$ cat config.mk
export PLATFORM = sky130hd
export DESIGN_NAME = larpix_packet_rx
export DESIGN_NICKNAME = d
export VERILOG_FILES = /design/src/rtl/larpix_packet_rx.sv
export SDC_FILE = /design/constraint.sdc
export NUM_CORES = 1
export LEC_CHECK = 0
export ABC_AREA = 1
export CORE_MARGIN = 2
export CORE_UTILIZATION = 50
export CTS_CLUSTER_SIZE = 40
export DETAILED_ROUTE_END_ITERATION = 10
export PLACE_DENSITY = 0.72
export RECOVER_POWER = 100
export SYNTH_ARGS = -nofsm -noshare
export SYNTH_HDL_FRONTEND = slang
export SYNTH_SLANG_ARGS = --single-unit
$ cat constraint.sdc
create_clock -name clk -period 2.4 [get_ports clk]
set_clock_uncertainty 0.05 [all_clocks]
set_input_delay 0.36 -clock clk [delete_from_list [all_inputs] [get_ports clk]]
set_output_delay 0.36 -clock clk [all_outputs]
set_load 0.005 [all_outputs]
$ cat src/rtl/larpix_packet_rx.sv
// LArPix UART packet receiver: 2-flop synchronizer, start/data/stop/break
// framing FSM, single-entry output register with valid/ready handshake,
// parity and framing sidebands, sticky overflow and a saturating word count.
module larpix_packet_rx #(
  parameter int unsigned WIDTH        = 64,
  parameter int unsigned CLKS_PER_BIT = 4
) (
  input  logic             clk,
  input  logic             reset_n,
  input  logic             piso,
  output logic [WIDTH-1:0] packet,
  output logic             packet_valid,
  input  logic             packet_ready,
  output logic             parity_err,
  output logic             framing_err,
  output logic             overflow,
  output logic [15:0]      rx_count
);

  localparam int unsigned IdxW = $clog2(WIDTH) + 1;

  // Start bit is re-checked half a bit in; later samples land mid-bit.
  localparam logic [7:0]      HalfLast = 8'(CLKS_PER_BIT / 2 - 1);
  localparam logic [7:0]      BitLast  = 8'(CLKS_PER_BIT - 1);
  localparam logic [IdxW-1:0] IdxLast  = IdxW'(WIDTH - 1);

  localparam logic [2:0] StIdle  = 3'd0;
  localparam logic [2:0] StStart = 3'd1;
  localparam logic [2:0] StData  = 3'd2;
  localparam logic [2:0] StStop  = 3'd3;
  localparam logic [2:0] StBreak = 3'd4;

  logic             sync1_q, sync2_q;
  logic             rxs;
  logic [2:0]       state_q, state_d;
  logic [7:0]       timer_q, timer_d;
  logic [IdxW-1:0]  idx_q, idx_d;
  logic [WIDTH-1:0] shift_q, shift_d;
  logic [WIDTH-1:0] packet_q, packet_d;
  logic             valid_q, valid_d;
  logic             parity_q, parity_d;
  logic             framing_q, framing_d;
  logic             overflow_q, overflow_d;
  logic [15:0]      count_q, count_d;
  logic             stop_good;

  assign rxs = sync2_q;

  // Two-flop synchronizer for the asynchronous line; idles high out of reset.
  always_ff @(posedge clk or negedge reset_n) begin
    if (!reset_n) begin
      sync1_q <= 1'b1;
      sync2_q <= 1'b1;
    end else begin
      sync1_q <= piso;
      sync2_q <= sync1_q;
    end
  end

  // Next-state logic: frame decoding plus output-register handshake.
  always_comb begin
    state_d    = state_q;
    timer_d    = timer_q;
    idx_d      = idx_q;
    shift_d    = shift_q;
    packet_d   = packet_q;
    valid_d    = valid_q;
    parity_d   = parity_q;
    framing_d  = 1'b0;
    overflow_d = overflow_q;
    count_d    = count_q;
    stop_good  = 1'b0;

    unique case (state_q)
      StIdle: begin
        if (!rxs) begin
          state_d = StStart;
          timer_d = 8'd0;
          idx_d   = '0;
        end
      end
      StStart: begin
        if (timer_q == HalfLast) begin
          timer_d = 8'd0;
          // A start bit gone high again was a glitch; drop it silently.
          state_d = rxs ? StIdle : StData;
        end else begin
          timer_d = timer_q + 8'd1;
        end
      end
      StData: begin
        if (timer_q == BitLast) begin
          timer_d = 8'd0;
          shift_d = {rxs, shift_q[WIDTH-1:1]};
          idx_d   = idx_q + IdxW'(1);
          if (idx_q == IdxLast) state_d = StStop;
        end else begin
          timer_d = timer_q + 8'd1;
        end
      end
      StStop: begin
        if (timer_q == BitLast) begin
          timer_d = 8'd0;
          if (rxs) begin
            stop_good = 1'b1;
            state_d   = StIdle;
          end else begin
            framing_d = 1'b1;
            state_d   = StBreak;
          end
        end else begin
          timer_d = timer_q + 8'd1;
        end
      end
      StBreak: begin
        if (rxs) state_d = StIdle;
      end
      default: state_d = StIdle;
    endcase

    // A same-cycle accept frees the register for the incoming word.
    if (stop_good) begin
      if (!valid_q || packet_ready) begin
        packet_d = shift_q;
        parity_d = ~(^shift_q);
        valid_d  = 1'b1;
        if (count_q != 16'hFFFF) count_d = count_q + 16'd1;
      end else begin
        overflow_d = 1'b1;
      end
    end else if (valid_q && packet_ready) begin
      valid_d = 1'b0;
    end
  end

  // State and output registers.
  always_ff @(posedge clk or negedge reset_n) begin
    if (!reset_n) begin
      state_q    <= StIdle;
      timer_q    <= 8'd0;
      idx_q      <= '0;
      shift_q    <= '0;
      packet_q   <= '0;
      valid_q    <= 1'b0;
      parity_q   <= 1'b0;
      framing_q  <= 1'b0;
      overflow_q <= 1'b0;
      count_q    <= 16'd0;
    end else begin
      state_q    <= state_d;
      timer_q    <= timer_d;
      idx_q      <= idx_d;
      shift_q    <= shift_d;
      packet_q   <= packet_d;
      valid_q    <= valid_d;
      parity_q   <= parity_d;
      framing_q  <= framing_d;
      overflow_q <= overflow_d;
      count_q    <= count_d;
    end
  end

  assign packet       = packet_q;
  assign packet_valid = valid_q;
  assign parity_err   = parity_q;
  assign framing_err  = framing_q;
  assign overflow     = overflow_q;
  assign rx_count     = count_q;

endmodule

==> flow_summary.yaml, run 1 <==
yosys:
  yosys_register_bits: 168
  synthFlopType: "dfrtp_1"
  syn_area_um2: 8240
  yosysSeqAreaShare_pct: 51.1
  synth_cells: 1088
  synth_common_cells: "489 x nand2_1, 166 x dfrtp_1, 117 x inv_1, 82 x o21ai_0, 65 x o21ai_1"
  synth_edf_count: 0
  syn_nets: 1096
  synthArstFlopShare_pct: 100
  synth_area_leaders: "dfrtp_1 50%, nand2_1 22%, inv_1 5.3%"
  ys_warn_count: 0
  synth_top_area_cell: "dfrtp_1"
  avgSynthCellArea_um2: 7.57
  synth_most_common_cell: "nand2_1"
  synth_cell_type_count: 28
  yosysTopAreaCellShare_pct: 50.4
power_and_ir_drop:
  p_leak_nw: 5.04
  p_total_mw: 6.90
  ir_worst_vdd_v: 0.000530
  cellPowerDensity_nw_per_um2: 694
die:
  ios: 88
  die-area_um2: 17500
  fp.dieH_um: 132
  core.rowCount: 46
  start_util_pct: 51.5
  core-area_um2: 16000
  die_x_um: 132
setup_path:
  critPathArrivalTime_ns: 2.36
  r2r_start: "timer_q[0]$_DFFE_PN0P_"
  critPathMaxFanout: 5
  required_ns: 2.65
  reg2reg_depth: 8
  path_class: "register to register"
  rr_endpoint: "state_q[1]$_DFFE_PN0P_"
  cp-end-kind: "register"
  reg2reg_slack_ns: 0.28
  crit_path_start_kind: "register"
finish:
  layout-drive-gt1-share_pct: 4.37
  area_growth_syn_to_layout_pct: 20.7
  num_antenna_cells: 0
  layout.nets: 1184
  fin_util_pct: 62.1
global_route:
  gr-total-overflow: 0
  grt_max_degree: 130
  antenna_found_initial: 0
  grt_pass1_wl_um: 28800
  grt_pass1_vias: 6204
  grt_usage_pct: 19.9
min_path:
  hold_class: "register to register"
  hold_end: "rxs$_DFF_PN1_"
  holdPathStages: 0
  hold_start: "sync1_q$_DFF_PN1_"
route:
  drt_iter0_drc: 482
  via_per_inst: 4.88
  vias: 6851
  drc: 0
  final_antenna_net_count: 0
  wl_per_cell_um: 11.8
  drt-total-wl_um: 16600
  firstDrtPassIters: 5
clock_tree:
  cts_buffers: 17
  cts_hold_buf: 1
  cts_htree_levels: 4
  cts.reportedPaths.clkPinSlew_ns: 0.07
  postCtsResizedCells: 0
  insertion_delay_ns: 0.43
  clock-sinks: 168
  clockBufferDepth: 2
  cts_setup_buffers: 0
  cts_tree: "built"
  cts_root_buffer: "clkbuf_16"
timing:
  finalHoldViolations: 0
  worstMarginPinSlew_ns: 1.38
  slew_violations: 0
  fin_crit_ns: 2.12
  fmax_mhz: 472
  hold_ws_ns: 0.327
  setup_ws_ns: 0.284
  setup_tns_ns: 0
  rsz0062_at_grt: "false"
  setup_viol: 0
  finalCritPeriodShare_pct: 88.2
  slew-limit-headroom_pct: 8.33
placed_design:
  pre_cts_slack_ns: 0.307
  numPortBuffers: 87
  gp_congestion: 0.867
  hpwl_um: 11600
run_status:
  status: "finished clean"
job:
  max_cap_viol_count: 0
[worst max path at each step]
stage,start,end,slack (ns),cells after the start
finish,timer_q[0]$_DFFE_PN0P_,state_q[1]$_DFFE_PN0P_,0.28,8
CTS,timer_q[0]$_DFFE_PN0P_,state_q[1]$_DFFE_PN0P_,0.28,8
global placement,packet_ready,parity_err$_DFFE_PN0P_,0.37,8
floorplan,rx_count[0]$_DFFE_PN0P_,rx_count[2]$_DFFE_PN0P_,0.57,9
global route,reset_n,idx_q[4]$_DFFE_PN0P_,0.05,3
detailed placement,timer_q[0]$_DFFE_PN0P_,packet[5]$_DFFE_PN0P_,0.31,7
[through the flow]
step                cell area [um2]  cells
floorplan                      8240   1088
finish                         9940   1405
CTS                            9960   1405
global route                   9940   1405
detailed placement             9360   1372
global placement               9360   1372
[placed cells by master, fill, tap and decap left out, types with 2 or more instances in the layout]
| master | Yosys | final |
|---|---|---|
| a21oi_1 | 10 | 10 |
| buf_12 | 0 | 2 |
| buf_4 | 0 | 3 |
| bufinv_16 | 0 | 2 |
| clkbuf_16 | 0 | 17 |
| clkbuf_2 | 0 | 3 |
| clkbuf_4 | 0 | 2 |
| clkdlybuf4s50_1 | 0 | 2 |
| clkinv_2 | 0 | 2 |
| clkinv_4 | 0 | 3 |
| dfrtp_1 | 166 | 166 |
| dfstp_2 | 2 | 2 |
| dlygate4sd3_1 | 0 | 85 |
| ha_1 | 4 | 4 |
| inv_1 | 117 | 117 |
| inv_6 | 0 | 6 |
| nand2_1 | 489 | 488 |
| nand3_1 | 20 | 20 |
| nand4_1 | 7 | 7 |
| nor2_1 | 31 | 31 |
| nor2_2 | 2 | 2 |
| nor3_1 | 11 | 11 |
| o21ai_0 | 82 | 146 |
| o22ai_1 | 3 | 3 |
| xnor2_1 | 10 | 10 |
| xor2_1 | 29 | 29 |
[flip-flops by register name, indices dropped and copies added (netlist names)]
name,cells
packet_valid,1
state_q,3
overflow,1
parity_err,1
packet,64
rx_count,16
shift_q,64
sync1_q,1
rxs,1
framing_err,1
timer_q,8
idx_q,7
[where the power goes]
part           internal, mW  switching, mW  leakage [nW]
logic                 0.382          0.670          2.47
clock network          1.56           1.19         0.291
registers              2.97          0.125          2.29
[logic make-up (layout without fill, tap and decap cells)]
group	Yosys count	in the layout	synth area share, %
AOI/OAI and AO/OA	166	166	10.4
xor gates and xnor gates	39	39	4.15
adders and majority gates	4	4	0.608
buffers and inverters	147	248	6.97
DFF	168	168	51.1
and+or+nand+nor	564	564	26.8
[routing by layer]
| layer | part of all wire, % | global-route usage, % | wire (um) |
|---|---|---|---|
| met1 | 49 | 28.0 | 8180 |
| met3 | 3.2 | 3.42 | 527 |
| met5 | 0 | 0 | 0 |
| met4 | 1.8 | 6.99 | 301 |
| met2 | 46 | 31.4 | 7570 |
[critical path, stage by stage (launching register included)]
cell and delay [ns]:
dfrtp_1 0.42, ha_1 0.22, inv_1 0.08, nor4_4 0.39, inv_1 0.15, a21oi_2 0.27
o2111ai_1 0.22, nand2_1 0.10, o21ai_0 0.09
[layout make-up]
type	instances	area, um2
Fill cell	1442	6060
Tap cell	216	270
Clock buffer	17	425
Timing Repair Buffer	99	972
Inverter	117	439
Sequential cell	168	4210
Clock inverter	15	168
Multi-Input combinational cell	773	3460
Note: power is estimated with default switching activity, not from simulation.
==> run 2, diff against run 1 <==
--- a/config.mk
+++ b/config.mk
@@ -6,6 +6,7 @@
 export NUM_CORES = 1
 export LEC_CHECK = 0
 export ABC_AREA = 1
+export ABC_CLOCK_PERIOD_IN_PS = 2500
 export CORE_MARGIN = 2
 export CORE_UTILIZATION = 50
 export CTS_CLUSTER_SIZE = 40
==> constraint.sdc (replaced) <==
create_clock -name clk -period 2.5 [get_ports clk]
set_clock_uncertainty 0.05 [all_clocks]
set_input_delay 0.375 -clock clk [delete_from_list [all_inputs] [get_ports clk]]
set_output_delay 0.375 -clock clk [all_outputs]
set_load 0.005 [all_outputs]
==> flow_summary.yaml, run 2 (synthesis results as in run 1) <==
timing:
  fin_crit_ns: 2.17
  setup_tns_ns: 0
  setup_ws_ns: 0.333
  finalCritPeriodShare_pct: 86.7
  slew-limit-headroom_pct: 5.90
  fmax_mhz: 462
  rsz0062_at_grt: "false"
  finalHoldViolations: 0
  slew_violations: 0
  worstMarginPinSlew_ns: 1.41
  setup_viol: 0
placed_design:
  place_area_um2: 9350
  placed_cells: 1368
  hpwl_um: 11400
  pre_cts_slack_ns: 0.435
  gp_congestion: 0.909
  numPortBuffers: 87
global_route:
  grt_usage_pct: 19.7
  antenna_found_initial: 0
  grt_pass1_wl_um: 28300
  gr-total-overflow: 0
  grt_pass1_vias: 6287
  grt_max_degree: 130
setup_path:
  r2r_start: "timer_q[0]$_DFFE_PN0P_"
  critPathTopFamily: "simple AND/OR/NAND/NOR gates"
  worstSetupStartpoint: "timer_q[0]$_DFFE_PN0P_"
  slowest_stage: "dfrtp_1"
  crit_path_start_kind: "register"
  crit_chain: "ha_1, inv_1, nor4_4, nand4_1, nor2_2, clkbuf_2, nand2_1, o21ai_0"
  required_ns: 2.80
  critPathMaxFanout: 22
  slowest_delay_ns: 0.40
  cp-end-kind: "register"
  critPathArrivalTime_ns: 2.47
  path_class: "register to register"
  crit_buf_inv: 2
route:
  final_antenna_net_count: 0
  firstDrtPassIters: 5
  vias: 6877
  drt_iter0_drc: 371
  drt-total-wl_um: 16500
  drc: 0
  wl_per_cell_um: 11.8
  via_per_inst: 4.91
clock_tree:
  cts_htree_levels: 4
  clockBufferDepth: 2
  cts_root_buffer: "clkbuf_16"
  insertion_delay_ns: 0.43
  cts.reportedPaths.clkPinSlew_ns: 0.07
  clock-sinks: 168
  cts_tree: "built"
  cts_buffers: 17
  postCtsResizedCells: 0
die:
  ios: 88
  start_util_pct: 51.5
  die-area_um2: 17500
  core-area_um2: 16000
  fp.dieH_um: 132
  die_x_um: 132
  core.rowCount: 46
min_path:
  hold_start: "sync1_q$_DFF_PN1_"
  hold_class: "register to register"
power_and_ir_drop:
  ir_worst_vdd_v: 0.000475
  p_leak_nw: 5.01
  cellPowerDensity_nw_per_um2: 652
finish:
  area_growth_syn_to_layout_pct: 20.0
  num_antenna_cells: 0
  fin_area_um2: 9880
  final_cell_mix: "488 x nand2_1, 166 x dfrtp_1, 146 x o21ai_0"
  final_common_cell: "nand2_1"
  layout-drive-gt1-share_pct: 3.97
  layout.nets: 1180
  fin_util_pct: 61.8
  fin_cells: 1401
run_status:
  status: "finished clean"
job:
  max_cap_viol_count: 0
run 2: changes by cell type in the layout (fill, tap and decap cells not counted), sizes merged:
cell,previous run,this run
clkinv,5,9
inv,124,117
dlygate4sd3,85,86
clkdlybuf4s50,2,1
buf,6,5
clkinvlp,1,3
clkbuf,23,22
bufinv,2,1
run 2: layer usage:
metal	global-route usage (%)	vias up	routed length (um)
met5	0	-	0
met4	8.78	0	411
met3	3.42	32	614
met2	32.0	134	7540
met1	26.0	3147	7970
li1	-	3564	-
run 2: timing repair:
| item | in CTS | in global routing |
|---|---|---|
| hold buffers | 1 | 0 |
| setup buffers | 0 | 0 |
| hold endpoints to repair | 50 | 0 |
run 2: area by class of cell:
cell class | instances | area (um2)
clock buffers | 19 | 453
clock inverters | 13 | 105
fillers | 1463 | 6120
inverters | 117 | 439
multi-input cells | 773 | 3460
flip-flops and latches | 168 | 4210
well taps | 216 | 270
repair buffers | 95 | 952
run 2: power by group:
| part | switching, mW | internal, mW | total [mW] | leakage, nW |
|---|---|---|---|---|
| Clock | 1.07 | 1.41 | 2.48 | 0.274 |
| Combinational | 0.632 | 0.353 | 0.986 | 2.45 |
| Sequential | 0.128 | 2.85 | 2.98 | 2.29 |
run 2: through the flow:
stage,power (mW),hold slack [ns]
3_5_place_dp,4.05,0.297
3_3_place_gp,4.03,0.297
5_1_grt,6.79,0.310
6_report,6.45,0.305
4_1_cts,6.55,0.290
2_1_floorplan,3.66,0.0294
run 2: worst paths after layout:
path                                            endpoint  slack (ns)  depth (start not counted)
worst max-delay path            rx_count[13]$_DFFE_PN0P_        0.33                          8
worst min-delay path                       rxs$_DFF_PN1_        0.31                          0
worst max register to register  rx_count[13]$_DFFE_PN0P_        0.33                          8
worst min register to register             rxs$_DFF_PN1_        0.31                          0
max in group asynchronous         packet[46]$_DFFE_PN0P_        0.49                          3
min in group asynchronous        rx_count[3]$_DFFE_PN0P_        0.77                          2
